==> config.mk <==
export PLATFORM = sky130hd
export DESIGN_NAME = mac_seq_ctrl
export DESIGN_NICKNAME = d
export VERILOG_FILES = /design/src/rtl/mac_pkg.sv /design/src/rtl/byte_unpacker.sv /design/src/rtl/mac_seq_ctrl.sv
export SDC_FILE = /design/constraint.sdc
export NUM_CORES = 1
export LEC_CHECK = 0
export CORE_MARGIN = 2
export CORE_UTILIZATION = 43
export DETAILED_ROUTE_END_ITERATION = 8
export HOLD_SLACK_MARGIN = 0.05
export PLACE_DENSITY = 0.77
export RECOVER_POWER = 50
export SLEW_MARGIN = 0
export SYNTH_ARGS = -nofsm -noshare
export SYNTH_HDL_FRONTEND = slang
export SYNTH_SLANG_ARGS = --single-unit
==> constraint.sdc <==
create_clock -name clk -period 1.95 [get_ports clk]
set_clock_uncertainty 0.15 [all_clocks]
set_input_delay 0.195 -clock clk [delete_from_list [all_inputs] [get_ports clk]]
set_output_delay 0.195 -clock clk [all_outputs]
set_load 0.005 [all_outputs]
==> src/rtl/mac_pkg.sv <==
// Shared definitions for the MAC sequencing controller: default sizes and the
// controller state encoding.
package mac_pkg;

   localparam int DATA_WIDTH_DEF = 8;
   localparam int NUM_ROWS_DEF   = 8;
   localparam int RD_WIDTH       = 64;

   typedef enum logic [2:0] {
      IDLE,
      REQ,
      WAIT,
      UNPACK,
      CLR,
      FEED,
      DRAIN,
      DONE
   } state_e;

endpackage

==> src/rtl/byte_unpacker.sv <==
// Holds one Avalon read word and steps through its bytes, least significant
// byte first, one byte per accepted write.
module byte_unpacker
   import mac_pkg::*;
#(
   parameter int DATA_WIDTH = DATA_WIDTH_DEF,
   parameter int NUM_ROWS   = NUM_ROWS_DEF
) (
   input  logic                  clk,
   input  logic                  rst_n,
   input  logic                  load,
   input  logic [RD_WIDTH-1:0]   load_data,
   input  logic                  advance,
   output logic [DATA_WIDTH-1:0] byte_out,
   output logic                  last
);

   localparam int CNT_W = $clog2(NUM_ROWS - 1) + 1;

   logic [RD_WIDTH-1:0] hold_q, hold_d;
   logic [CNT_W-1:0]    cnt_q, cnt_d;

   assign last = (cnt_q == CNT_W'(NUM_ROWS - 1));

   // The counter stops on the last byte; the next load restarts it.
   always_comb begin
      hold_d = hold_q;
      cnt_d  = cnt_q;
      if (load) begin
         hold_d = load_data;
         cnt_d  = '0;
      end else if (advance && !last) begin
         cnt_d = cnt_q + 1'b1;
      end
   end

   always_comb begin
      byte_out = '0;
      for (int i = 0; i < NUM_ROWS; i++) begin
         if (cnt_q == CNT_W'(i)) byte_out = hold_q[i*DATA_WIDTH +: DATA_WIDTH];
      end
   end

   always_ff @(posedge clk or negedge rst_n) begin
      if (!rst_n) begin
         hold_q <= '0;
         cnt_q  <= '0;
      end else begin
         hold_q <= hold_d;
         cnt_q  <= cnt_d;
      end
   end

endmodule

==> src/rtl/mac_seq_ctrl.sv <==
// Fetches NUM_ROWS+1 words over Avalon-MM, scatters their bytes into the B FIFO
// (word 0) and A FIFOs (words 1..NUM_ROWS), then clears, feeds and drains the MACs.
module mac_seq_ctrl
   import mac_pkg::*;
#(
   parameter int DATA_WIDTH   = DATA_WIDTH_DEF,
   parameter int NUM_ROWS     = NUM_ROWS_DEF,
   parameter int DRAIN_CYCLES = NUM_ROWS
) (
   input  logic                  clk,
   input  logic                  rst_n,
   input  logic                  start,
   output logic                  busy,
   output logic                  done,
   output logic [31:0]           address,
   output logic                  read,
   input  logic [RD_WIDTH-1:0]   readdata,
   input  logic                  readdatavalid,
   input  logic                  waitrequest,
   output logic [DATA_WIDTH-1:0] fifo_wdata,
   output logic [NUM_ROWS:0]     fifo_wrreq,
   input  logic [NUM_ROWS:0]     fifo_wrfull,
   output logic                  mac_clr,
   output logic                  mac_en
);

   localparam int WORD_W = $clog2(NUM_ROWS) + 1;
   localparam int PH_MAX = ((NUM_ROWS > DRAIN_CYCLES) ? NUM_ROWS : DRAIN_CYCLES) - 1;
   localparam int PH_W   = $clog2(PH_MAX) + 1;

   state_e              state_q, state_d;
   logic [WORD_W-1:0]   word_q, word_d;
   logic [PH_W-1:0]     ph_q, ph_d;
   logic [NUM_ROWS:0]   sel;
   logic                tgt_full;
   logic                load;
   logic                advance;
   logic                byte_last;
   logic [DATA_WIDTH-1:0] byte_cur;

   byte_unpacker #(
      .DATA_WIDTH (DATA_WIDTH),
      .NUM_ROWS   (NUM_ROWS)
   ) u_unpacker (
      .clk       (clk),
      .rst_n     (rst_n),
      .load      (load),
      .load_data (readdata),
      .advance   (advance),
      .byte_out  (byte_cur),
      .last      (byte_last)
   );

   // Word 0 targets the B FIFO (top bit); word w targets A FIFO w-1.
   always_comb begin
      sel = '0;
      for (int i = 0; i < NUM_ROWS; i++) sel[i] = (word_q == WORD_W'(i + 1));
      sel[NUM_ROWS] = (word_q == '0);
   end

   assign tgt_full = |(sel & fifo_wrfull);
   assign busy     = (state_q != IDLE);

   always_comb begin
      state_d    = state_q;
      word_d     = word_q;
      ph_d       = ph_q;
      load       = 1'b0;
      advance    = 1'b0;
      read       = 1'b0;
      address    = '0;
      fifo_wdata = '0;
      fifo_wrreq = '0;
      mac_clr    = 1'b0;
      mac_en     = 1'b0;
      done       = 1'b0;
      case (state_q)
         IDLE: begin
            if (start) begin
               word_d  = '0;
               state_d = REQ;
            end
         end
         REQ: begin
            read    = 1'b1;
            address = {{(32-WORD_W){1'b0}}, word_q};
            if (!waitrequest) state_d = WAIT;
         end
         WAIT: begin
            if (readdatavalid) begin
               load    = 1'b1;
               state_d = UNPACK;
            end
         end
         UNPACK: begin
            fifo_wdata = byte_cur;
            // A full target stalls in place: no strobe, counter held.
            if (!tgt_full) begin
               fifo_wrreq = sel;
               advance    = 1'b1;
               if (byte_last) begin
                  if (word_q < WORD_W'(NUM_ROWS)) begin
                     word_d  = word_q + 1'b1;
                     state_d = REQ;
                  end else begin
                     state_d = CLR;
                  end
               end
            end
         end
         CLR: begin
            mac_clr = 1'b1;
            ph_d    = '0;
            state_d = FEED;
         end
         FEED: begin
            mac_en = 1'b1;
            if (ph_q == PH_W'(NUM_ROWS - 1)) begin
               ph_d    = '0;
               state_d = DRAIN;
            end else begin
               ph_d = ph_q + 1'b1;
            end
         end
         DRAIN: begin
            if (DRAIN_CYCLES == 0 || ph_q == PH_W'(DRAIN_CYCLES - 1)) begin
               ph_d    = '0;
               state_d = DONE;
            end else begin
               ph_d = ph_q + 1'b1;
            end
         end
         DONE: begin
            done    = 1'b1;
            state_d = IDLE;
         end
         default: state_d = IDLE;
      endcase
   end

   always_ff @(posedge clk or negedge rst_n) begin
      if (!rst_n) begin
         state_q <= IDLE;
         word_q  <= '0;
         ph_q    <= '0;
      end else begin
         state_q <= state_d;
         word_q  <= word_d;
         ph_q    <= ph_d;
      end
   end

endmodule
[Yosys cells after proc, flatten, opt, wreduce, memory -nomap -nowiden]
Cells that the tools add are included.
Word-level totals
  input port bits: 78
  flip-flop bits (word level): 79
  word-level logic and storage cells: 92
  latch bits: 0
  output and inout bits: 54
  memory bits (read-only): 0
  RAM bits: 0
  memories kept: 0
Operators by class
  divide/modulo/power cells: 0
  order comparisons: 1
  equal/unequal tests: 31
  shifts and indexed selects: 0
  add/subtract/negate cells: 3
  bitwise logic cells: 1
  $mul: 0
  mux-type cells: 38
  reductions and logical operators: 13
Operators by type and width (number)
  $mux W8: 9
  $eq A4 B3 Y1 const B: 9
  $mux W4: 8
  $mux W3: 8
  $pmux W3 S8: 1
  $mux W9: 2
  $eq A4 B2 Y1 const B: 4
  $pmux W4 S2: 2
  $ne A2 B2 Y1 const B: 7
  $add A4 B1 Y4 const B: 3
  $eq A3 B3 Y1 const B: 4
  $and A9 B9 Y9: 1
  $reduce_or A9 Y1: 1
  $eq A4 B1 Y1 const B: 2
  $logic_not A4 Y1: 2
  $mux W1: 8
  $reduce_and A7 Y1: 1
  $eq A3 B2 Y1 const B: 2
  $reduce_bool A2 Y1: 3
  $reduce_and A5 Y1: 1
  $eq A4 B4 Y1 const B: 1
  $lt A4 B4 Y1 const B: 1
  $eq A3 B1 Y1 const B: 1
  $logic_not A3 Y1: 1
  5 further kinds: 5

[Longest topological paths before layout]
Gate-level depths: netlist of run 1.
  depth after elaboration: 10
  gate-level depth with buffers: 10
  gate-level depth less buffers: 7

[By module]
Synthesis of run 1 repeated with hierarchy kept, for this count alone.
Unflattened totals
  cell total of the unflattened synthesis: 402
  area, all modules: 4420.5 um^2
Modules (own cells, without submodules)
  byte_unpacker: instances 1, cells an instance 254, area an instance 3194.3 um^2
  mac_seq_ctrl: instances 1, cells an instance 148, area an instance 1226.2 um^2

[Worst setup path after synthesis of run 1]
Ideal clock, no wire load.
  path type: register to register
  start point: register word_q[0]
  end point: register state_q[0]
  arrival time: 1814 ps
  setup slack: -141 ps
  clock period less this slack: 2091 ps
  buffers on the path: 0
  stages on the path, launching flop included: 8
  library setup time: 128 ps
  cell sequence: dfrtp_1 > inv_1 > ha_1 > a22oi_2 > a21oi_2 > o41ai_2 > o211ai_1 > mux2_1
On the way
  cells in the longest elaborated chain, start to end: 5
  elaborated cells on any way between the ends: 18
  those cells by class: 1 x order compare; 9 x eq/ne; 4 x mux; 1 x bitwise; 3 x reduce/logical
RTL lines
  start, declared: line mac_seq_ctrl.sv:32  | logic [WORD_W-1:0] word_q, word_d;
  start signal, assigned: line mac_seq_ctrl.sv:148  | word_q <= word_d;
  $lt A4 B4 Y1 (tied with other cells): line mac_seq_ctrl.sv:102  | if (word_q < WORD_W'(NUM_ROWS)) begin
  $mux W3 / $and A9 B9 Y9 (equally long branches): line mac_seq_ctrl.sv:102, mac_seq_ctrl.sv:61
  $mux W3 / $reduce_or A9 Y1 (equally long branches): line mac_seq_ctrl.sv:101, mac_seq_ctrl.sv:61
  $mux W3 / $ne A2 B2 Y1 (equally long branches)
  $pmux W3 S8 / $reduce_and A7 Y1 (equally long branches)
  end signal, assigned: line mac_seq_ctrl.sv:147  | state_q <= state_d;
  end, declared: line mac_seq_ctrl.sv:31  | state_e state_q, state_d;
Parallel ways exist; a longest one is shown, timed or not. The select of a mux whose other input is x is not followed.
A chain may end at the register's enable or synchronous reset.

[Worst setup path after layout of run 1]
  start point: register u_unpacker.cnt_q[1]
  end point: output fifo_wdata[1]
On the way
  cells in the longest elaborated chain, start to end: 10
  elaborated cells on any way between the ends: 17
  those cells by class: 7 x eq/ne; 9 x mux; 1 x reduce/logical
RTL lines
  start, declared: line byte_unpacker.sv:21  | logic [CNT_W-1:0] cnt_q, cnt_d;
  start signal, assigned: line byte_unpacker.sv:50  | cnt_q <= cnt_d;
  $logic_not A4 Y1: line byte_unpacker.sv:40  | if (cnt_q == CNT_W'(i)) byte_out = hold_q[i*DATA_WIDTH +: DATA_WIDTH];
  $mux W8 (7 in a row): line byte_unpacker.sv:40
  $mux W8 *: line byte_unpacker.sv:40
  $mux W8 *: line mac_seq_ctrl.sv:77  | case (state_q)
  end, declared: line mac_seq_ctrl.sv:20  | output logic [DATA_WIDTH-1:0] fifo_wdata,
Every way passes the cells marked *; elsewhere a longest branch is shown, timed or not.

==> summary.txt, run 1 <==
Status
  – Status: complete, but fails checks
  – Failing checks: setup timing

Pwr
  – Comb power frac: 57.9%
  – NetSw: 4.48 mW
  – Sw Share: 42.8%
  – Pwr dens: between 1000 and 1500 nW/µm²
  – Clock network fraction of design power: 12.6%
  – Max IR drop VDD: 0.920 mV
  – Sequential power share: 29.5%
  – Static leakage: 3.56 nW
  – Internal Power: between 5 and 6 mW

Cells and area
  – Area Growth Syn to Fin: 80.4%
  – Non-Filler Instances: roughly 850
  – Ant diodes: 0
  – Fraction of layout cells with a size suffix above 1: about half
  – Fin nets: around 800
  – Post-layout instance area: around 7700 µm²
  – Fin util: between 70 and 80%

Routing
  – Vias after detailed routing: 4911
  – Drt wl/cell: around 23 µm
  – # DRC: 0
  – Via/cell ratio: 5.79
  – Pre-Repair DR Iteration Count: 7
  – Routed WL: 19.6 mm
  – DRT iter0 DRCs: between 400 and 500
  – Detail Route Antenna Nets: 0

Floorplanning
  – CORE AREA: a little under 10000 µm²
  – Row cnt: 36
  – Die Y-Extent: approximately 100 µm
  – Initial Utilization: 44.1%
  – Ports: 132
  – Die area: 10800 µm²
  – Die width: 104 µm

Yosys
  – Fraction of registers with async set/reset: 100%
  – Syn avg cell area: 8.40 µm²
  – Yosys warning count: 0
  – Seq/Total Area, Yosys: 46.0%
  – Synthesized area: ~4300 µm²
  – Synth Register Bits: 79
  – EDFF count, synth: 0
  – Post-synth cell types: 46
  – Mapped Cells: 511
  – Post-synth top flop: dfrtp_1

Timing
  – Final worst setup slack: -0.651 ns
  – Setup_tns: -24.18 ns
  – Final critical delay including setup and external delays: 2.60 ns
  – RSZ-0062 raised after global routing: true
  – Slew Viols, Final: 0
  – Tcrit/Tclk final: 133%
  – Max_slew headroom: 25.4%
  – Worst-Margin Slew: 1.12 ns
  – Final Hold Fails: 0
  – Maximum clock rate: between 0.3 and 0.4 GHz
  – # setup viols final: 104

Hold path
  – Hold crit path type: in -> reg
  – Hold depth: 3
  – Min-delay src: readdata[33]
  – Worst Hold Endpoint: u_unpacker.hold_q[33]

Clock network
  – Num CTS Buffers: 9
  – Clk pin slew, worst setup/hold paths: 0.09 ns
  – H-tree depth reported by CTS: 3
  – CTS tree: yes
  – Clock sinks: 79
  – Root Driver: clkbuf_8
  – Clk buf depth: 2
  – Clk_lat worst skew: ~0.38 ns

Setup path
  – Reg2Reg Launch Point: word_q[1]
  – Critical path startpoint category: flip-flop
  – CP top delay family: compound AO/OA/AOI/OAI gates
  – Crit path max fanout: 6
  – Crit path top cell by count: buf_6
  – Number of buffers and inverters on the critical path: 4
  – Worst Path Required: 1.60 ns
  – CP max-delay cell: dfrtp_1
  – Reg2Reg Setup Slack: -0.51 ns
  – Worst EP arrival: 2.26 ns
  – R2R depth: 12
  – Slowest stage delay, CP: 0.40 ns
  – CP cell instances: inv_2 -> ha_4 -> nor2b_4 -> buf_6 -> buf_6 -> a22oi_2 -> o21ai_2 -> a221oi_2 -> nor3_1 -> buf_2
  – CP Class: reg -> out
  – Worst Setup End Kind: output pin
  – Reg2reg end: word_q[0]

Global route
  – Largest net degree at the start of global routing: 44
  – Initial antenna violation count: 0
  – Global-route usage over all layers: 27.4%
  – GRT overflow: 0
  – Vias in the first global route: between 4000 and 5000
  – First-pass GRT wire length: 23.5 mm

Place
  – Port bufs: 103
  – Placed cell count: 773
  – Placed cell areas: 5750 µm²
  – Detailed Place HPWL: 8.59 mm
  – Placer Congestion: approximately 0.8
  – Dpl ws: -0.578 ns

Flow run
  – Total of max-cap violations: 0
==> worst reg2reg max path, stage by stage, from the launching register on <==
cell and delay, ns:
dfrtp_2 0.48, inv_4 0.07, ha_4 0.18, buf_6 0.12, a22oi_2 0.19, a21oi_2 0.09, buf_6 0.14, buf_6 0.12
nor4_4 0.26, buf_4 0.17, buf_4 0.10, o211ai_1 0.10, o21a_1 0.17
==> area by class of cell <==
cell class	instances	area, µm²
Clock buffer	12	155
Clock inverter	4	53.8
Fill cell	510	1980
Inverter	9	41.3
Multi-Input combinational cell	395	3050
Sequential cell	79	1980
Tap cell	133	166
Timing Repair Buffer	216	2300
==> what timing repair did <==
item	CTS	global route
pin swaps	60	140
hold buffers	1	0
hold endpoints to repair	42	0
setup endpoints to repair	102	86
gates resized for setup	230	193
gates cloned	4	10
buffers inserted	30	22
==> synth_stat cells, types with 2 or more instances <==
cell type,n,area (µm²)
buf_2,4,20.0
nand2_1,209,785
dfrtp_1,79,1980
o21ai_0,14,70.1
ha_1,13,163
a21oi_1,2,10.0
inv_1,9,33.8
a22oi_2,2,25.0
nor2b_1,7,43.8
buf_1,3,11.3
mux2_1,2,22.5
o211ai_1,3,22.5
clkbuf_1,18,67.6
or2_2,2,12.5
buf_4,29,218
o22ai_1,8,50.1
a22oi_1,18,135
nand2b_1,4,25.0
a21boi_0,9,67.6
nor3_1,11,55.1
nand3_1,3,15.0
mux2i_1,4,40.0
nor2_1,9,33.8
and3_1,3,18.8
and2_1,15,93.8
a221oi_1,8,70.1
nor4_1,2,12.5
a32o_1,3,30.0
==> power by group through the flow <==
stage	clock network, mW	logic [mW]	registers (mW)
final	1.32	6.06	3.08
after global routing	1.39	6.32	3.10
after CTS	1.28	4.28	2.78
after detailed placement	0	3.14	2.76
after global placement	0	3.01	2.74
after floorplan	0	1.91	2.60
==> state kept, by name, summed over array words and instances (netlist names) <==
name,count
state_q,3
u_unpacker.cnt_q,4
ph_q,4
u_unpacker.hold_q,64
word_q,4
==> per-stage QoR <==
stage                     hold slack [ns]  total power, mW
final                               0.191             10.5
after global routing                0.202             10.8
after CTS                           0.197             8.34
after detailed placement           0.0772             5.89
after global placement             0.0637             5.75
after floorplan                    -0.251             4.51
==> how the worst max path moves through the flow <==
stage                                    from             to  slack (ns)  depth (start not counted)
after floorplan                     word_q[0]     state_q[0]       -0.07                          7
after global placement    u_unpacker.cnt_q[0]  fifo_wdata[5]       -0.49                          9
after detailed placement  u_unpacker.cnt_q[0]  fifo_wdata[4]       -0.58                          9
after CTS                           word_q[0]  fifo_wrreq[2]       -0.51                          9
after global routing      u_unpacker.cnt_q[1]  fifo_wdata[1]       -0.70                         10
final                     u_unpacker.cnt_q[1]  fifo_wdata[1]       -0.65                         10
==> cells in the final DEF, fill, tap and decap left out, types with 4 or more instances in the layout <==
cell	instances
a21boi_1	6
nand2_2	64
and2_1	5
clkdlybuf4s50_1	76
o21ai_2	7
buf_6	47
clkbuf_8	11
a22oi_1	7
ha_4	11
buf_4	54
and2_4	10
nand2_1	109
a221oi_2	6
o22ai_1	8
a22oi_2	13
clkbuf_16	9
inv_2	4
nand2_4	36
nor2_1	5
buf_2	13
conb_1	28
dfrtp_1	77
nor3_2	7
buf_12	11
==> routing by layer <==
layer | up-vias | routed length, µm | track usage (%)
li1 | 2046 | - | -
met1 | 2361 | 6950 | 32.3
met2 | 370 | 9570 | 46.7
met3 | 134 | 1450 | 6.89
met4 | 0 | 1600 | 13.8
met5 | - | 0 | 0
==> logic make-up after synthesis <==
logic type / after synthesis / share of synthesized area (%)
flip-flops: 79 / 46.0
XOR/XNOR: 1 / 0.204
other: 1 / 0.0873
adder cells (fa/ha/maj): 13 / 3.79
AO/OA/AOI/OAI: 75 / 13.0
multiplexers: 6 / 1.46
buffers and inverters: 64 / 8.27
AND/OR/NAND/NOR: 272 / 27.2
Note: power is estimated with default switching activity, not from simulation.
==> run 2: changes to the inputs <==
- CORE_MARGIN: 2 -> not set
==> run 2 against run 1 <==
Net effect: the flow still finishes with violations (setup timing); register-to-register slack improved by 0.07 ns; combinational power fell by 10%; count of clock-buffer cells in the layout did not move.
==> summary.txt, run 2 (synthesized netlist as in run 1, its figures left out) <==
Timing
  – Slew Viols, Final: 0
  – Setup_tns: -11.79 ns
  – RSZ-0062 raised after global routing: true
  – Worst Hold Margin: ~0.21 ns
  – Tcrit/Tclk final: 130%
  – Worst-Margin Slew: between 1 and 1.5 ns
  – Final Hold Fails: 0
  – # setup viols final: 29
  – Final worst setup slack: -0.594 ns
  – Max_slew headroom: 26.0%
  – Maximum clock rate: slightly below 0.4 GHz
  – Final critical delay including setup and external delays: 2.54 ns

Setup path
  – Worst EP arrival: 2.20 ns
  – Slowest stage delay, CP: between 0.4 and 0.5 ns
  – Worst Setup End Kind: output pin
  – Critical path startpoint category: flip-flop
  – Crit path max fanout: 8
  – CP cell instances: inv_2 -> ha_4 -> nor2b_4 -> buf_6 -> a22oi_1 -> a21boi_2 -> a221oi_4 -> nor3_2 -> buf_2
  – CP max-delay cell: dfrtp_1
  – CP Class: reg -> out
  – Worst Path Required: about 1.6 ns

Routing
  – Routed WL: between 15 and 20 mm
  – # DRC: 0
  – Vias after detailed routing: 4718
  – Via/cell ratio: around 5.7
  – DRT iter0 DRCs: ~500
  – Drt wl/cell: between 20 and 25 µm
  – Detail Route Antenna Nets: 0
  – Pre-Repair DR Iteration Count: 5

Cells and area
  – Fraction of layout cells with a size suffix above 1: 40.1%
  – Largest reg by FF count: u_unpacker.hold_q
  – Most common cell after layout, fill and taps aside: nand2_1
  – Ant diodes: 0
  – Fin nets: 787
  – Most frequent cells in the layout: nand2_1 (174), dfrtp_1 (77), clkdlybuf4s50_1 (76)
  – Max reg flops: 64
  – Non-Filler Instances: 833
  – Area Growth Syn to Fin: 70.1%
  – Post-layout instance area: 7310 µm²

Floorplanning
  – Die width: between 100 and 150 µm
  – Die area: slightly above 10000 µm²
  – Initial Utilization: 44.1%
  – CORE AREA: 9730 µm²
  – Row cnt: 36
  – Die Y-Extent: 102 µm
  – Ports: 132

Clock network
  – Root Driver: clkbuf_8
  – Clk_lat worst skew: 0.37 ns
  – CTS tree: yes
  – H-tree depth reported by CTS: 3
  – Clock sinks: 79
  – Num CTS Buffers: 9
  – Clk buf depth: 2
  – Clk pin slew, worst setup/hold paths: approximately 0.090 ns

Global route
  – GRT overflow: 0
  – Largest net degree at the start of global routing: 80
  – Global-route usage over all layers: a little over a quarter
  – First-pass GRT wire length: 21.6 mm
  – Vias in the first global route: 4320
  – Initial antenna violation count: 0

Pwr
  – Pwr dens: 1330 nW/µm²
  – Power Total: 9.69 mW
  – Max IR drop VDD: 0.765 mV
  – Static leakage: 3.40 nW

Place
  – Placed cell count: just under 800
  – Detailed Place HPWL: 8.15 mm
  – Placer Congestion: between 0.8 and 0.9
  – Port bufs: 103
  – Placed cell areas: 5740 µm²

Hold path
  – Hold crit path type: in -> reg

Flow run
  – Total of max-cap violations: 0

Status
  – Status: complete, but fails checks
  – Failing checks: setup timing
-- run 2: changes by cell type in the layout (fill, tap and decap cells not counted), moves of 5 or more --
| cell | change |
|---|---|
| nand2_2 | -39 |
| nand2_1 | +65 |
| a22oi_1 | -5 |
| buf_6 | -10 |
| a21boi_2 | +5 |
| a22oi_2 | +5 |
| nand2_4 | -27 |
| o22ai_1 | -6 |
-- run 2: critical path, delay by kind of cell, from the launching register on --
kind,cells,cell delay (ns)
AO/OA/AOI/OAI,3,0.66
flip-flops,1,0.45
AND/OR/NAND/NOR,2,0.19
buffers and inverters,3,0.37
adder cells (fa/ha/maj),1,0.16
-- run 2: what timing repair did --
| item | 4_1_cts | 5_1_grt |
|---|---|---|
| buffers inserted | 30 | 15 |
| resized for setup | 252 | 79 |
| setup endpoints to repair | 103 | 102 |
| hold buffers | 1 | 0 |
| gates cloned | 5 | 8 |
| hold endpoints to repair | 79 | 0 |
| pin swaps | 83 | 53 |
-- run 2: worst paths after layout --
path	from	endpoint	slack [ns]	depth (start not counted)
min	readdata[57]	u_unpacker.hold_q[57]	0.21	3
max	u_unpacker.cnt_q[0]	fifo_wdata[5]	-0.59	9
min reg2reg	ph_q[3]	ph_q[3]	0.34	1
max reg2reg	word_q[1]	u_unpacker.cnt_q[3]	-0.44	10
min in group asynchronous	rst_n	u_unpacker.hold_q[49]	0.50	3
max in group asynchronous	rst_n	word_q[0]	0.30	3
-- run 2: metal layers --
metal | GRT usage, % | vias up | wire (µm)
li1 | - | 2021 | -
met1 | 34.8 | 2294 | 6460
met2 | 47.1 | 314 | 8460
met3 | 4.51 | 89 | 1290
met4 | 10.4 | 0 | 908
met5 | 0 | - | 0
-- run 2: cell type report --
cell class / count / area [µm²]
timing repair buffer: 202 / 2100
sequential: 79 / 1980
fill: 607 / 2420
inverter: 9 / 46.3
multi-input combinational: 395 / 2810
clock inverter: 3 / 42.5
tap: 133 / 166
clock buffer: 12 / 155
-- run 2: stage by stage --
stage               utilization (%)  setup WS (ns)
finish                         75.1         -0.594
detailed placement             59.0         -0.551
CTS                            69.5         -0.438
global placement               59.0         -0.474
global route                   75.1         -0.682
floorplan                         -        -0.0708
-- run 2: where the power goes --
group	internal, mW	switching [mW]
logic	2.71	2.73
clock network	0.653	0.617
registers	2.29	0.695
total	5.65	4.04
